[src/rtl/puf_ro_key_sequencer_if.sv]
// rtl/puf_ro_key_sequencer_if.sv - request/key handshake bundle between host and RO PUF key sequencer
interface puf_ro_key_sequencer_if #(
  parameter int SIZE      = 8,
  parameter int RESP_BITS = 16
);
  logic                 start;
  logic [SIZE-1:0]      seed;
  logic                 busy;
  logic [RESP_BITS-1:0] key;
  logic                 key_valid;
  logic                 key_ready;

  // master is the host requesting keys; slave is the sequencer
  modport master (output start, seed, key_ready, input busy, key, key_valid);
  modport slave  (input start, seed, key_ready, output busy, key, key_valid);
endinterface

[src/rtl/puf_ro_key_sequencer.sv]
// rtl/puf_ro_key_sequencer.sv - RO PUF challenge/enable sequencer assembling a RESP_BITS key
// Optional PUF_MAJORITY_EN: each key bit is the 2-of-3 vote of three evaluations of one challenge.
module puf_ro_key_sequencer #(
  parameter int SIZE          = 8,
  parameter int RESP_BITS     = 16,
  parameter int SETTLE_CYCLES = 4,
  parameter int MEAS_CYCLES   = 1024
) (
  input  logic                  clk_i,
  input  logic                  rst_ni,
  puf_ro_key_sequencer_if.slave ctl_if,
  output logic                  puf_enable_o,
  output logic [SIZE-1:0]       puf_challenge_o,
  input  logic                  puf_response_i
);

  localparam int HALF    = SIZE / 2;
  localparam int CNT_MAX = (MEAS_CYCLES > SETTLE_CYCLES) ? MEAS_CYCLES : SETTLE_CYCLES;
  localparam int CW      = $clog2(CNT_MAX + 1);
  localparam int IW      = (RESP_BITS > 1) ? $clog2(RESP_BITS) : 1;

  localparam logic [CW-1:0] SETTLE_LAST = CW'(SETTLE_CYCLES - 1);
  localparam logic [CW-1:0] MEAS_LAST   = CW'(MEAS_CYCLES - 1);
  localparam logic [CW-1:0] SYNC_LAST   = CW'(1);
  localparam logic [IW-1:0] IDX_LAST    = IW'(RESP_BITS - 1);

  typedef enum logic [2:0] {
    S_IDLE, S_SETTLE, S_MEASURE, S_SYNC, S_CAPTURE, S_DONE
  } state_e;

  state_e               state_q, state_d;
  logic [CW-1:0]        cnt_q, cnt_d;
  logic [IW-1:0]        idx_q, idx_d;
  logic [SIZE-1:0]      chal_q, chal_d;
  logic [RESP_BITS-1:0] key_q, key_d;
  logic                 sync1_q, sync2_q;
  logic                 last_eval;
  logic                 key_bit;

  // A challenge with equal halves compares an RO to itself; all-ones needs two steps (wraps to 0).
  function automatic logic [SIZE-1:0] fixup(input logic [SIZE-1:0] c);
    logic [SIZE-1:0] c1;
    logic [SIZE-1:0] c2;
    c1 = c + SIZE'(1);
    c2 = c + SIZE'(2);
    if (c[HALF-1:0] != c[SIZE-1:HALF])
      return c;
    else if (c1[HALF-1:0] != c1[SIZE-1:HALF])
      return c1;
    else
      return c2;
  endfunction

`ifdef PUF_MAJORITY_EN
  logic [1:0] eval_q, eval_d;
  logic [1:0] votes_q, votes_d;

  assign last_eval = (eval_q == 2'd2);
  assign key_bit   = votes_q[1] | (votes_q[0] & sync2_q);
`else
  assign last_eval = 1'b1;
  assign key_bit   = sync2_q;
`endif

  always_ff @(posedge clk_i) begin
    if (!rst_ni) begin
      state_q <= S_IDLE;
      cnt_q   <= '0;
      idx_q   <= '0;
      chal_q  <= '0;
      key_q   <= '0;
      sync1_q <= 1'b0;
      sync2_q <= 1'b0;
`ifdef PUF_MAJORITY_EN
      eval_q  <= '0;
      votes_q <= '0;
`endif
    end else begin
      state_q <= state_d;
      cnt_q   <= cnt_d;
      idx_q   <= idx_d;
      chal_q  <= chal_d;
      key_q   <= key_d;
      sync1_q <= puf_response_i;
      sync2_q <= sync1_q;
`ifdef PUF_MAJORITY_EN
      eval_q  <= eval_d;
      votes_q <= votes_d;
`endif
    end
  end

  always_comb begin
    state_d = state_q;
    case (state_q)
      S_IDLE:    if (ctl_if.start) state_d = S_SETTLE;
      S_SETTLE:  if (cnt_q == SETTLE_LAST) state_d = S_MEASURE;
      S_MEASURE: if (cnt_q == MEAS_LAST) state_d = S_SYNC;
      S_SYNC:    if (cnt_q == SYNC_LAST) state_d = S_CAPTURE;
      S_CAPTURE: state_d = (last_eval && idx_q == IDX_LAST) ? S_DONE : S_SETTLE;
      S_DONE:    if (ctl_if.key_ready) state_d = S_IDLE;
      default:   state_d = S_IDLE;
    endcase
  end

  always_comb begin
    cnt_d  = '0;
    idx_d  = idx_q;
    chal_d = chal_q;
    key_d  = key_q;
`ifdef PUF_MAJORITY_EN
    eval_d  = eval_q;
    votes_d = votes_q;
`endif
    if (state_d == state_q &&
        (state_q == S_SETTLE || state_q == S_MEASURE || state_q == S_SYNC))
      cnt_d = cnt_q + CW'(1);

    case (state_q)
      S_IDLE: begin
        if (ctl_if.start) begin
          chal_d = fixup(ctl_if.seed);
          key_d  = '0;
          idx_d  = '0;
`ifdef PUF_MAJORITY_EN
          eval_d  = '0;
          votes_d = '0;
`endif
        end
      end
      S_CAPTURE: begin
`ifdef PUF_MAJORITY_EN
        if (last_eval) begin
          eval_d  = '0;
          votes_d = '0;
        end else begin
          eval_d  = eval_q + 2'd1;
          votes_d = votes_q + {1'b0, sync2_q};
        end
`endif
        if (last_eval) begin
          key_d[idx_q] = key_bit;
          if (idx_q != IDX_LAST) begin
            idx_d  = idx_q + IW'(1);
            chal_d = fixup(chal_q + SIZE'(1));
          end
        end
      end
      default: ;
    endcase
  end

  always_comb begin
    ctl_if.busy      = (state_q != S_IDLE);
    ctl_if.key_valid = (state_q == S_DONE);
    ctl_if.key       = key_q;
    puf_enable_o     = (state_q == S_MEASURE) || (state_q == S_SYNC) || (state_q == S_CAPTURE);
    puf_challenge_o  = chal_q;
  end

endmodule

[src/flat_wrapper.sv]
// flat-port wrapper written by rule: the top's interface ports become plain ports
module puf_ro_key_sequencer_flat 
#(
  parameter int SIZE          = 8,
  parameter int RESP_BITS     = 16,
  parameter int SETTLE_CYCLES = 4,
  parameter int MEAS_CYCLES   = 1024
)
  (clk_i, rst_ni, puf_enable_o, puf_challenge_o, puf_response_i, ctl_if_start, ctl_if_seed, ctl_if_key_ready, ctl_if_busy, ctl_if_key, ctl_if_key_valid);
  puf_ro_key_sequencer_if #(.SIZE(SIZE), .RESP_BITS(RESP_BITS)) ctl_if_i ();
  input  logic clk_i;
  input  logic rst_ni;
  output logic puf_enable_o;
  output logic [SIZE-1:0] puf_challenge_o;
  input  logic puf_response_i;
  input wire logic [$bits(ctl_if_i.start)-1:0] ctl_if_start;
  input wire logic [$bits(ctl_if_i.seed)-1:0] ctl_if_seed;
  input wire logic [$bits(ctl_if_i.key_ready)-1:0] ctl_if_key_ready;
  output wire logic [$bits(ctl_if_i.busy)-1:0] ctl_if_busy;
  output wire logic [$bits(ctl_if_i.key)-1:0] ctl_if_key;
  output wire logic [$bits(ctl_if_i.key_valid)-1:0] ctl_if_key_valid;
  assign ctl_if_i.start = ctl_if_start;
  assign ctl_if_i.seed = ctl_if_seed;
  assign ctl_if_i.key_ready = ctl_if_key_ready;
  assign ctl_if_busy = ctl_if_i.busy;
  assign ctl_if_key = ctl_if_i.key;
  assign ctl_if_key_valid = ctl_if_i.key_valid;
  puf_ro_key_sequencer #(.SIZE(SIZE), .RESP_BITS(RESP_BITS), .SETTLE_CYCLES(SETTLE_CYCLES), .MEAS_CYCLES(MEAS_CYCLES)) u_core (.clk_i(clk_i), .rst_ni(rst_ni), .ctl_if(ctl_if_i), .puf_enable_o(puf_enable_o), .puf_challenge_o(puf_challenge_o), .puf_response_i(puf_response_i));
endmodule
[config.mk]
export PLATFORM = sky130hd
export DESIGN_NAME = puf_ro_key_sequencer_flat
export DESIGN_NICKNAME = d
export VERILOG_FILES = /design/src/rtl/puf_ro_key_sequencer_if.sv /design/src/rtl/puf_ro_key_sequencer.sv /design/src/flat_wrapper.sv
export SDC_FILE = /design/constraint.sdc
export NUM_CORES = 1
export LEC_CHECK = 0
export CORE_UTILIZATION = 40
export DETAILED_ROUTE_END_ITERATION = 6
export PLACE_DENSITY = 0.71
export SYNTH_ARGS = -nofsm -noshare
export SYNTH_HDL_FRONTEND = slang
export SYNTH_SLANG_ARGS = --single-unit
[constraint.sdc]
create_clock -name clk_i -period 5.6 [get_ports clk_i]
set_input_delay 1.12 -clock clk_i [delete_from_list [all_inputs] [get_ports clk_i]]
set_output_delay 1.12 -clock clk_i [all_outputs]
set_load 0.02 [all_outputs]
# Yosys cells after proc, flatten, opt, wreduce, memory -nomap -nowiden
# Index checks and enable logic that the tools add are counted.
word_totals:
  regBits: 44
  inputBits: 13
  elab_cells: 67
classes:
  add_sub_neg: 7
  order_cmp: 2
  eq_ne: 17
  mux: 22
  n_reduce_logical: 12
op_table:
  columns: ["operator", "count"]
  rows:
  - ["2-to-1 mux 8 bit", 6]
  - ["case mux 16 bit (2 select lines)", 1]
  - ["adder 8 x 1 -> 8 bit (second input constant)", 3]
  - ["2-to-1 mux 3 bit", 6]
  - ["case mux 3 bit (6 select lines)", 1]
  - ["adder 8 x 2 -> 8 bit (second input constant)", 2]
  - ["bitwise mux 16 bit", 1]
  - ["2-to-1 mux 16 bit", 1]
  - ["inequality test 4 bit", 4]
  - ["case mux 8 bit (2 select lines)", 1]
  - ["adder 11 x 1 -> 11 bit (second input constant)", 1]
  - ["equality test 11 x 1 -> 1 bit (second input constant)", 1]
  - ["equality test 11 x 10 -> 1 bit (second input constant)", 1]
  - ["equality test 11 x 2 -> 1 bit (second input constant)", 1]
  - ["2-to-1 mux 4 bit", 2]
  - ["case mux 4 bit (2 select lines)", 1]
  - ["equality test 3 x 2 -> 1 bit (second input constant)", 2]
  - ["equality test 3 bit (second input constant)", 2]
  - ["less-than comparator 4 x 5 -> 1 bit (second input constant)", 1]
  - ["adder 4 x 1 -> 4 bit (second input constant)", 1]
  - ["demux 1 bit (select 4 bit)", 1]
  - ["equality test 4 bit (second input constant)", 1]
  - ["greater-or-equal comparator 4 x 1 -> 1 bit (second input constant)", 1]
  - ["logical OR 1 bit", 4]
  - ["other kinds (12)", 14]

# Longest topological paths before layout
depth:
  ltp_word: 7
  mapped_depth: 13
  mapped_depth_nobuf: 12

# Worst setup path after synthesis
# Ideal clock, no wire load.
synth_path:
  path_kind: "reg2reg"
  startpoint: "register u_core.chal_q[0] (netlist: u_core.puf_challenge_o[0])"
  endpoint: "register u_core.chal_q[3] (netlist: u_core.puf_challenge_o[3])"
  setup_time_ns: 0.127
  t_arrival_ns: 2.965
  t_required_ns: 5.473
  path_slack_ns: 2.508
  path_stages_with_launch: 14
  n_path_buf: 1
  synth_period_minus_slack_ns: 3.092
  path_cell_list: "dfxtp_1 -> buf_2 -> inv_1 -> ha_1 -> inv_1 -> ha_1 -> nor2b_1 -> nand2_1 -> nor2_1 -> a21boi_0 -> xnor2_1 -> o211ai_2 -> a31o_2 -> or3_1"
synth_via:
  elab_chain_len: 7
  elab_cells_between_ends: 9
  cone_classes: "3 x add/sub; 2 x eq/ne; 4 x mux"
synth_rtl:
  columns: ["element", "line", "text"]
  rows:
  - ["from (decl)", "puf_ro_key_sequencer.sv:34", "logic [SIZE-1:0] chal_q, chal_d;"]
  - ["from (signal assigned)", "puf_ro_key_sequencer.sv:82", "chal_q <= chal_d;"]
  - ["adder 8 x 1 -> 8 bit *", "puf_ro_key_sequencer.sv:145", "chal_d = fixup(chal_q + SIZE'(1));"]
  - ["adder 8 x 1 -> 8 bit", "puf_ro_key_sequencer.sv:44", "c1 = c + SIZE'(1);"]
  - ["inequality test 4 bit", "puf_ro_key_sequencer.sv:48", "else if (c1[HALF-1:0] != c1[SIZE-1:HALF])"]
  - ["2-to-1 mux 8 bit", "puf_ro_key_sequencer.sv:48", null]
  - ["2-to-1 mux 8 bit *", "puf_ro_key_sequencer.sv:46", "if (c[HALF-1:0] != c[SIZE-1:HALF])"]
  - ["2-to-1 mux 8 bit *", "puf_ro_key_sequencer.sv:143", "if (idx_q != IDX_LAST) begin"]
  - ["case mux 8 bit (2 select lines) *", "puf_ro_key_sequencer.sv:119", "case (state_q)"]
# Mark *: on every way between the ends. The rest lies on a longest branch, timed or not. The select of a mux whose other input is x is not followed.
# A chain may end at the register's enable or synchronous reset.

# Final worst setup path
# Ends and elaborated chain as after synthesis.

==> flow_summary.json <==
{
  "core_area_mm2": 0.00773,
  "dpl.hpwl_um": 5470,
  "start_kind": "flip-flop",
  "place_congestion": 0.887,
  "end_kind": "flip-flop",
  "whs_endpoint": "u_core.key_bit",
  "place_inst": 519,
  "fp.dieH_um": 91.4,
  "tritoncts": "done",
  "firstDrtPassIters": 5,
  "rr_endpoint": "u_core.puf_challenge_o[3]",
  "grt_pass1_vias": 2774,
  "critPathKind": "flip-flop to flip-flop",
  "antenna_found_initial": 0,
  "synth_nets": 428,
  "cts_setup_buffers": 0,
  "num-fill-cells": 756,
  "clk_latency_ps": 300,
  "synth_ff_type": "dfxtp_1",
  "synthArstFlopShare_pct": 0,
  "grt-ovfl-total": 0,
  "seq_area_um2": 881,
  "place_ws_ps": 1780,
  "final_common_cell": "dfxtp_1",
  "timing.fmax_ghz": 0.278,
  "finClkSkew_ps": 12.6,
  "holdPathStages": 1,
  "cts_max_level": 2,
  "power.density_mw_per_mm2": 210,
  "ys_types": 61,
  "ir_worst_vdd_mv": 0.112,
  "status": "completed",
  "setup_viol": 0,
  "tns_ps": 0,
  "io_buffers": 39,
  "drtAntennaViolNets": 0,
  "reg2reg_slack_ps": 2000,
  "cts.sinks": 44,
  "diodes": 0,
  "drcViolationCount": 0,
  "post-route-util_pct": 48.2,
  "grt_usage_pct": 19.0,
  "cts_resized": 0,
  "syn_area_mm2": 0.00320,
  "critPathArrivalTime_ps": 3790,
  "yosys_warnings": 0,
  "finalHoldViolations": 0,
  "area_delta_synth_final_pct": 16.3,
  "post_synth.cell_area_avg_um2": 7.92,
  "instances_no_fill": 527,
  "wire_per_inst_um": 14.6,
  "detail_route.vias_per_cell": 5.76,
  "period_share_pct": 64.2,
  "grt_pass1_wl_um": 13300,
  "relSlewSlack_pct": 44.6,
  "cts_buffers": 5,
  "cp_max_fo": 16,
  "ios": 40,
  "min_period_ps": 3600,
  "drive_gt1_share_pct": 5.41,
  "hold_start": "u_core.sync1_q",
  "cts.reportedPaths.clkPinSlew_ps": 90,
  "synth_cells": 404,
  "rows": 32,
  "drt_wl_total_um": 7700,
  "hold_class": "flip-flop to flip-flop",
  "hold_buffers": 0,
  "slew_viol_final": 0,
  "power_w": 0.000782,
  "grt_max_degree": 37,
  "max-cap-violations": 0,
  "fin_ws_ps": 2000,
  "synth_edf_count": 0,
  "final_cell_mix": "dfxtp_1 (44), nand2_1 (40), clkdlybuf4s50_1 (39), nor2_1 (28), xnor2_1 (24)",
  "cp.required_ps": 5790,
  "tightest_slew_ps": 828,
  "multiInputGateArea_mm2": 0.00214,
  "cts_max_path_buffers": 2,
  "drt-initial-drc-count": 331,
  "start_util_pct": 41.4,
  "cts_root_buffer": "clkbuf_8",
  "vias": 3036,
  "rsz0062_at_grt": "no",
  "final_nets": 448,
  "r2r-start": "u_core.puf_challenge_o[0]",
  "fp.dieW_um": 91.4,
  "dieArea_mm2": 0.00836,
  "synth-seq-cells": 44,
  "r2r_cells": 12,
  "ys_seq_area_share_pct": 27.5,
  "p_leak_nw": 1.22
}
sequential cells by signal, indices dropped and copies added (netlist names):
register	flops
u_core.puf_challenge_o	8
u_core.ctl_if.key	16
u_core.idx_q	4
u_core.state_q	3
u_core.sync1_q	1
u_core.key_bit	1
u_core.cnt_q	11
where the power goes:
part           switching [W]  internal [W]
clock               0.000116      0.000146
sequential         0.0000277      0.000321
combinational      0.0000949     0.0000758
cell families (layout without fill, tap and decap cells):
group                    after synthesis  in the layout  synth area share, %
AO/OA/AOI/OAI                         92             92                 20.5
XOR/XNOR                              42             42                 12.2
adder cells (fa/ha/maj)               11             11                 4.30
buffers and inverters                 40             61                 5.51
flip-flops                            44             44                 27.5
multiplexers                           4              4                 1.29
AND/OR/NAND/NOR                      171            171                 28.7
per-layer routing:
metal  track usage, %  share of wire (%)
met3             2.35                5.2
met4             4.63               0.94
met1             27.0                 47
met2             30.4                 47
met5                0                  0
stage by stage:
| step | hold slack, ps | cell area, um^2 |
|---|---|---|
| 6_report | 440 | 3720 |
| 4_1_cts | 442 | 3720 |
| 5_1_grt | 447 | 3720 |
| 3_3_place_gp | 415 | 3600 |
| 2_1_floorplan | 412 | 3200 |
| 3_5_place_dp | 420 | 3600 |
synthesized netlist by cell type (3+ instances only):
cell type / n / share of area (%)
a21boi_0: 17 / 4.0
a21oi_1: 15 / 2.3
and2_1: 8 / 1.6
and3_1: 7 / 1.4
buf_2: 9 / 1.4
clkbuf_1: 17 / 2.0
dfxtp_1: 44 / 28
ha_1: 11 / 4.3
inv_1: 12 / 1.4
mux2i_1: 3 / 0.94
nand2_1: 40 / 4.7
nand2b_1: 7 / 1.4
nand3_1: 23 / 3.6
nand3b_1: 3 / 0.70
nand4_1: 21 / 4.1
nor2_1: 28 / 3.3
nor2b_1: 6 / 1.2
nor3_1: 8 / 1.3
nor4_1: 3 / 0.59
o211ai_1: 12 / 2.8
o21ai_0: 13 / 2.0
o22ai_1: 3 / 0.59
o311ai_0: 6 / 1.6
o31ai_1: 3 / 0.70
xnor2_1: 24 / 6.6
xor2_1: 16 / 4.4
how the worst max path moves through the flow:
stage                                           end  cells after the start  slack (ps)                       from
after detailed placement  u_core.puf_challenge_o[3]                      9        1780             ctl_if_seed[0]
after global placement    u_core.puf_challenge_o[3]                      9        1890             ctl_if_seed[0]
after global routing      u_core.puf_challenge_o[3]                     12        1670  u_core.puf_challenge_o[0]
after floorplan           u_core.puf_challenge_o[3]                     13        2510  u_core.puf_challenge_o[0]
final                     u_core.puf_challenge_o[3]                     12        2000  u_core.puf_challenge_o[0]
after CTS                 u_core.puf_challenge_o[3]                     12        2010  u_core.puf_challenge_o[0]
critical path: stages (launching register included):
cell and delay (ps):
dfxtp_1 660, ha_1 530, xnor2_2 150, inv_1 140, ha_1 230, nor2b_1 180, nand2_1 70, nor2_1 210
a21boi_0 320, xnor2_1 180, o211ai_2 240, a31o_2 290, or3_1 290
layout make-up:
cell class / count / share of cell area, %
Multi-Input combinational cell: 320 / 57.5
Timing Repair Buffer: 41 / 10.9
Clock inverter: 2 / 1.04
Clock buffer: 6 / 2.22
Tap cell: 102 / 3.43
Sequential cell: 44 / 23.7
Inverter: 12 / 1.21
(Power assumes the default switching activity.)
==> RTL edit 1 (same settings) <==
`MEAS_CYCLES` is set to 1024 in 2 places; all go to 2048.
--- a/src/rtl/puf_ro_key_sequencer.sv
+++ b/src/rtl/puf_ro_key_sequencer.sv
@@ -4,7 +4,7 @@
   parameter int SIZE          = 8,
   parameter int RESP_BITS     = 16,
   parameter int SETTLE_CYCLES = 4,
-  parameter int MEAS_CYCLES   = 1024
+  parameter int MEAS_CYCLES   = 2048
 ) (
   input  logic                  clk_i,
   input  logic                  rst_ni,
--- a/src/flat_wrapper.sv
+++ b/src/flat_wrapper.sv
@@ -4,7 +4,7 @@
   parameter int SIZE          = 8,
   parameter int RESP_BITS     = 16,
   parameter int SETTLE_CYCLES = 4,
-  parameter int MEAS_CYCLES   = 1024
+  parameter int MEAS_CYCLES   = 2048
 )
   (clk_i, rst_ni, puf_enable_o, puf_challenge_o, puf_response_i, ctl_if_start, ctl_if_seed, ctl_if_key_ready, ctl_if_busy, ctl_if_key, ctl_if_key_valid);
   puf_ro_key_sequencer_if #(.SIZE(SIZE), .RESP_BITS(RESP_BITS)) ctl_if_i ();
Function: same outputs for any inputs over 10 cycles, from zero or initial values and one cycle with rst_ni low; that may be too few to reach the edited logic, so the function may still have changed.
==> RTL edit 1 against the unedited design <==
  * Global-route usage down 0.23 points
  * Count of clock-buffer cells in the layout increased by 1
  * Fmax down 5.4%
  * Routed wire length grew 3.7%
  * Die area grew 5.5%
  * Clock skew shrank 0.0086 ns
  * Cell area grew 2.3%
  * Clock power decreased by 15%
  * Sequential share of layout area about the same
  * Hold slack improved by 0.0022 ns
  * Setup slack worse by 0.21 ns
  * Total power decreased by 7.6%
  * Sequential cell count is 1 higher
  * Synthesized area up 5.6%
  * Critical path type unchanged
  * Largest cell class unchanged
  * Highest routed layer unchanged
==> RTL edit 1: results (changes against the unedited design) <==
- Placer Congestion: 0.887 (about the same)
- Net switching power figure: 0.216 mW (-9.8%)
- Leakage Power: 1.28 nW (+4.5%)
- VDD IR-drop max: 0.105 mV (-6.1%)
- Pre-Repair DR Iteration Count: 5 (unchanged)
- Initial DRC count: 251 (-24%)
- R2r endpoint: u_core.puf_challenge_o[2]
- Crit path DAT: 3.99 ns (+0.20 ns)
- Post-DP HPWL: 5.73 mm (+4.8%)
- Hold Crit Depth: 1 (unchanged)
- Register area share after synthesis: 26.7% (-0.88 points)
- Vias in the first global route: 2875 (+3.6%)
- Post-DP Area: 3710 um^2 (+2.9%)
- Hold_sp: u_core.sync1_q
- Fin Clk Skew: 0.00402 ns (-0.00862 ns)
- Clock tree buffer depth: 2 (unchanged)
- Asr flop ratio synth: 0% (unchanged)
- Distinct cells, synth: 71 (+16%)
- Post-CTS setup buffer count: 0 (unchanged)
- Synth Net Count: 468 (+9.3%)
- Max-Cap Viols: 0 (unchanged)
- Status: finished clean
- CTS Buf Count: 5 (unchanged)
- R2R Setup Slk: 1.80 ns (-0.21 ns)
- Final nets: 475 (+6.0%)
- Filler instances: 819 (+8.3%)
- Vias/cell: 5.84 (+1.4%)
- Worst-path fanout max: 18 (+2)
- Share of layout cells above drive strength 1: 6.64% (+1.2 points)
- Clock root buffer: clkbuf_8
- Area contributors post-synth: dfxtp_1 27%, a21oi_1 6.2%, xnor2_1 5.4%
- Pin count of the biggest net entering global routing: 30 (-19%)
- Total GRT Usage: 18.8% (-0.23 points)
- Wirelength per Cell: 14.3 um (-1.9%)
- Main flop type after synthesis: dfxtp_1
- First-pass GRT wire length: 13.4 mm (+0.47%)
- Initial antenna violation count: 0 (unchanged)
- Worst slew pin tran: 1.04 ns (+0.211 ns)
- Synth cell count leaders: 45 x dfxtp_1, 42 x a21oi_1, 41 x nand2_1, 38 x nor2_1, 26 x nand4_1
## RTL edit 1: final cells by class
cell class	count	area share [%]
Timing Repair Buffer	40	10.5
Multi-Input combinational cell	350	58.9
Clock inverter	1	0.131
Clock buffer	7	2.53
Tap cell	105	3.45
Inverter	9	0.887
Sequential cell	45	23.7
## RTL edit 1: kinds of logic after synthesis
group / synth area share (%)
simple gates: 29.8
compound gates: 21.2
mux: 2.11
flops: 26.7
fa+ha+maj: 4.07
buf+inv: 7.15
xor+xnor: 9.07
## RTL edit 1: worst max path at each step
stage,startpoint,end,slack (ns)
after floorplan,u_core.puf_challenge_o[0],u_core.puf_challenge_o[2],2.19
after global placement,u_core.puf_challenge_o[0],u_core.puf_challenge_o[2],2.00
after detailed placement,u_core.puf_challenge_o[0],u_core.puf_challenge_o[2],1.85
after CTS,u_core.puf_challenge_o[0],u_core.puf_challenge_o[2],1.83
after global routing,u_core.puf_challenge_o[0],u_core.puf_challenge_o[2],1.52
final,u_core.puf_challenge_o[0],u_core.puf_challenge_o[2],1.80
## RTL edit 1: through the flow
stage | setup slack (ns) | utilization (%) | hold WS [ns] | cells | power, mW
6_report | 1.80 | 46.6 | 0.442 | 557 | 0.723
5_1_grt | 1.52 | 46.6 | 0.456 | 557 | 0.755
4_1_cts | 1.83 | 46.6 | 0.445 | 557 | 0.727
3_5_place_dp | 1.85 | 45.3 | 0.425 | 549 | 0.506
3_3_place_gp | 2.00 | 45.3 | 0.422 | 549 | 0.504
2_1_floorplan | 2.19 | - | 0.412 | 444 | 0.471
## RTL edit 1: power groups by stage
stage | clock [mW] | sequential (mW) | combinational, mW
floorplan | 0 | 0.346 | 0.125
global placement | 0 | 0.353 | 0.151
detailed placement | 0 | 0.354 | 0.152
CTS | 0.228 | 0.346 | 0.153
global route | 0.239 | 0.348 | 0.168
finish | 0.222 | 0.346 | 0.154
## RTL edit 1: critical path, cell delays in order, from the launching register on
cell and delay, ns:
dfxtp_1 0.70, ha_1 0.52, xnor2_1 0.29, inv_1 0.14, ha_1 0.32, and2_2 0.25, a32o_1 0.21, a21oi_1 0.15
xor2_1 0.08, or3_2 0.45, a21oi_4 0.22, mux2i_1 0.26, o31ai_2 0.09
## RTL edit 1: layer usage
metal  vias up  GRT usage [%]  part of all wire (%)
met4         0           6.28                  0.95
met1      1533           26.0                    46
li1       1612              -                     -
met3         7           3.72                   6.3
met2       103           28.8                    46
met5         -              0                     0
==> RTL edit 2 (same settings) <==
Without the edit above. `key_q` no longer has a reset.
--- a/src/rtl/puf_ro_key_sequencer.sv
+++ b/src/rtl/puf_ro_key_sequencer.sv
@@ -68,7 +68,6 @@
       cnt_q   <= '0;
       idx_q   <= '0;
       chal_q  <= '0;
-      key_q   <= '0;
       sync1_q <= 1'b0;
       sync2_q <= 1'b0;
 `ifdef PUF_MAJORITY_EN
@@ -80,7 +79,6 @@
       cnt_q   <= cnt_d;
       idx_q   <= idx_d;
       chal_q  <= chal_d;
-      key_q   <= key_d;
       sync1_q <= puf_response_i;
       sync2_q <= sync1_q;
 `ifdef PUF_MAJORITY_EN
@@ -88,6 +86,10 @@
       votes_q <= votes_d;
 `endif
     end
+  end
+
+  always_ff @(posedge clk_i) begin
+    key_q <= key_d;
   end
 
   always_comb begin
Formal check against the unedited RTL: same outputs for any inputs over 10 cycles, from zero or initial values and one cycle with rst_ni low; that may be too few to reach the edited logic, so the function may still have changed.
==> RTL edit 2 against the unedited design <==
  * Total power is 1.1% higher
  * Sequential cell count unchanged
  * First-iteration DRC count is 56% lower
  * Cell area increased by 0.91%
  * Synthesized area up 1.5%
  * Critical path type is now input pin to register
  * Setup slack improved by 0.16 ns
  * Largest cell class unchanged
  * Count of clock-buffer cells in the layout stayed put
  * Highest routed layer unchanged
  * Routed wire length is 6.4% lower
  * Critical endpoint is now u_core.puf_challenge_o[6]
  * Sequential share of layout area grew 4.1 points
==> RTL edit 2: results (changes against the unedited design) <==
- Synth Net Count: 437 (+2.1%)
- Slowest-stage cell, CP: clkdlybuf4s50_1
- Syn_area_per_cell: 7.86 um^2 (-0.73%)
- Worst-path fanout max: 9 (-7)
- R2R Setup Slk: 2.18 ns (+0.18 ns)
- Status: finished clean
- Pre-Repair DR Iteration Count: 4 (-1)
- Vias in the first global route: 2619 (-5.6%)
- Leakage Power: 1.31 nW (+7.1%)
- Synth cell count leaders: 51 x nand2_1, 48 x nor2_1, 34 x nand3_1, 30 x a21oi_1, 28 x dfxtp_1
- VDD IR-drop max: 0.107 mV (-4.1%)
- Pwr Density: 211 nW/um^2 (+0.22%)
- Die width: 92.1 um (+0.72%)
- Synth Area in Compound Gates: 16.6% (-3.9 points)
- Total GRT Usage: 17.5% (-1.6 points)
- FF/Latch Area: 1040 um^2 (+18%)
- Worst Setup SP: ctl_if_seed[2]
- Final nets: 455 (+1.6%)
- First-pass GRT wire length: 12.1 mm (-8.9%)
- Multi-input gate count: 323 (+0.94%)
- Synth Area in Adders: 4.24% (-0.063 points)
- Crit path DAT: 3.67 ns (-0.12 ns)
- Slowest stage delay, CP: 0.59 ns (-0.07 ns)
- Fin Clk Skew: 0.0143 ns (+0.00171 ns)
- Post-Place Cells: 526 (+1.3%)
- XOR/XNOR Fraction of Synth Area: 11.6% (-0.60 points)
- Register area share after synthesis: 32.1% (+4.5 points)
- Placer Congestion: 0.843 (-4.9%)
- Count of plain and timing-repair buffers: 39 (-4.9%)
- Area contributors post-synth: dfxtp_1 17%, edfxtp_1 15%, xnor2_1 7.0%
- Dpl ws: 1.88 ns (+0.0989 ns)
- Post-DP HPWL: 5.25 mm (-4.0%)
- Filler instances: 765 (+1.2%)
- Pin count of the biggest net entering global routing: 25 (-32%)
- Hold WS: 0.468 ns (+0.0285 ns)
- Inverters: 18 (+6)
- Mux cell area share after synthesis: 1.89% (+0.60 points)
- Worst slew pin tran: 0.878 ns (+0.0495 ns)
- Net switching power figure: 0.231 mW (-3.5%)
- Share of layout cells above drive strength 1: 5.32% (-0.088 points)
- Routed via count: 2905 (-4.3%)
- Vias/cell: 5.44 (-5.6%)
- Multi-input gate share of the layout cell area: 53.5% (-4.1 points)
RTL edit 2: cell types whose count changed after synthesis, sizes merged, moves of 5 or more:
| cell | before | now |
|---|---|---|
| inv | 12 | 18 |
| o211ai | 13 | 6 |
| nand4 | 21 | 5 |
| nand2b | 7 | 2 |
| edfxtp | 0 | 16 |
| nand3 | 23 | 35 |
| a21oi | 15 | 33 |
| dfxtp | 44 | 28 |
| o311ai | 6 | 1 |
| nor2 | 30 | 48 |
| nand2 | 40 | 51 |
| a21boi | 17 | 1 |
RTL edit 2: power by group through the flow:
stage / Clock, mW / Sequential, mW / Combinational (mW)
floorplan: 0 / 0.371 / 0.115
global placement: 0 / 0.373 / 0.161
detailed placement: 0 / 0.374 / 0.163
CTS: 0.265 / 0.366 / 0.164
global route: 0.278 / 0.370 / 0.181
finish: 0.260 / 0.367 / 0.164
RTL edit 2: worst max path at each step:
stage,endpoint,slack (ns),cells past startpoint
after floorplan,u_core.puf_challenge_o[6],2.64,9
after global placement,u_core.puf_challenge_o[6],1.93,10
after detailed placement,u_core.puf_challenge_o[6],1.88,10
after CTS,u_core.puf_challenge_o[6],2.19,10
after global routing,u_core.puf_challenge_o[1],1.88,12
final,u_core.puf_challenge_o[6],2.16,10
RTL edit 2: layer usage:
| layer | up-vias | part of all wire, % | GRT usage, % |
|---|---|---|---|
| li1 | 1472 | - | - |
| met1 | 1354 | 50 | 23.8 |
| met2 | 73 | 45 | 29.3 |
| met3 | 6 | 4.5 | 2.49 |
| met4 | 0 | 0.74 | 3.52 |
| met5 | - | 0 | 0 |
RTL edit 2: cells by family (layout without fill, tap and decap cells):
kind of cell	after synthesis	after routing
buffers and inverters	46	65
and+or+nand+nor	184	184
adders and majority gates	11	11
DFF	44	44
muxes	6	6
xor gates and xnor gates	42	42
AOI/OAI and AO/OA	80	80
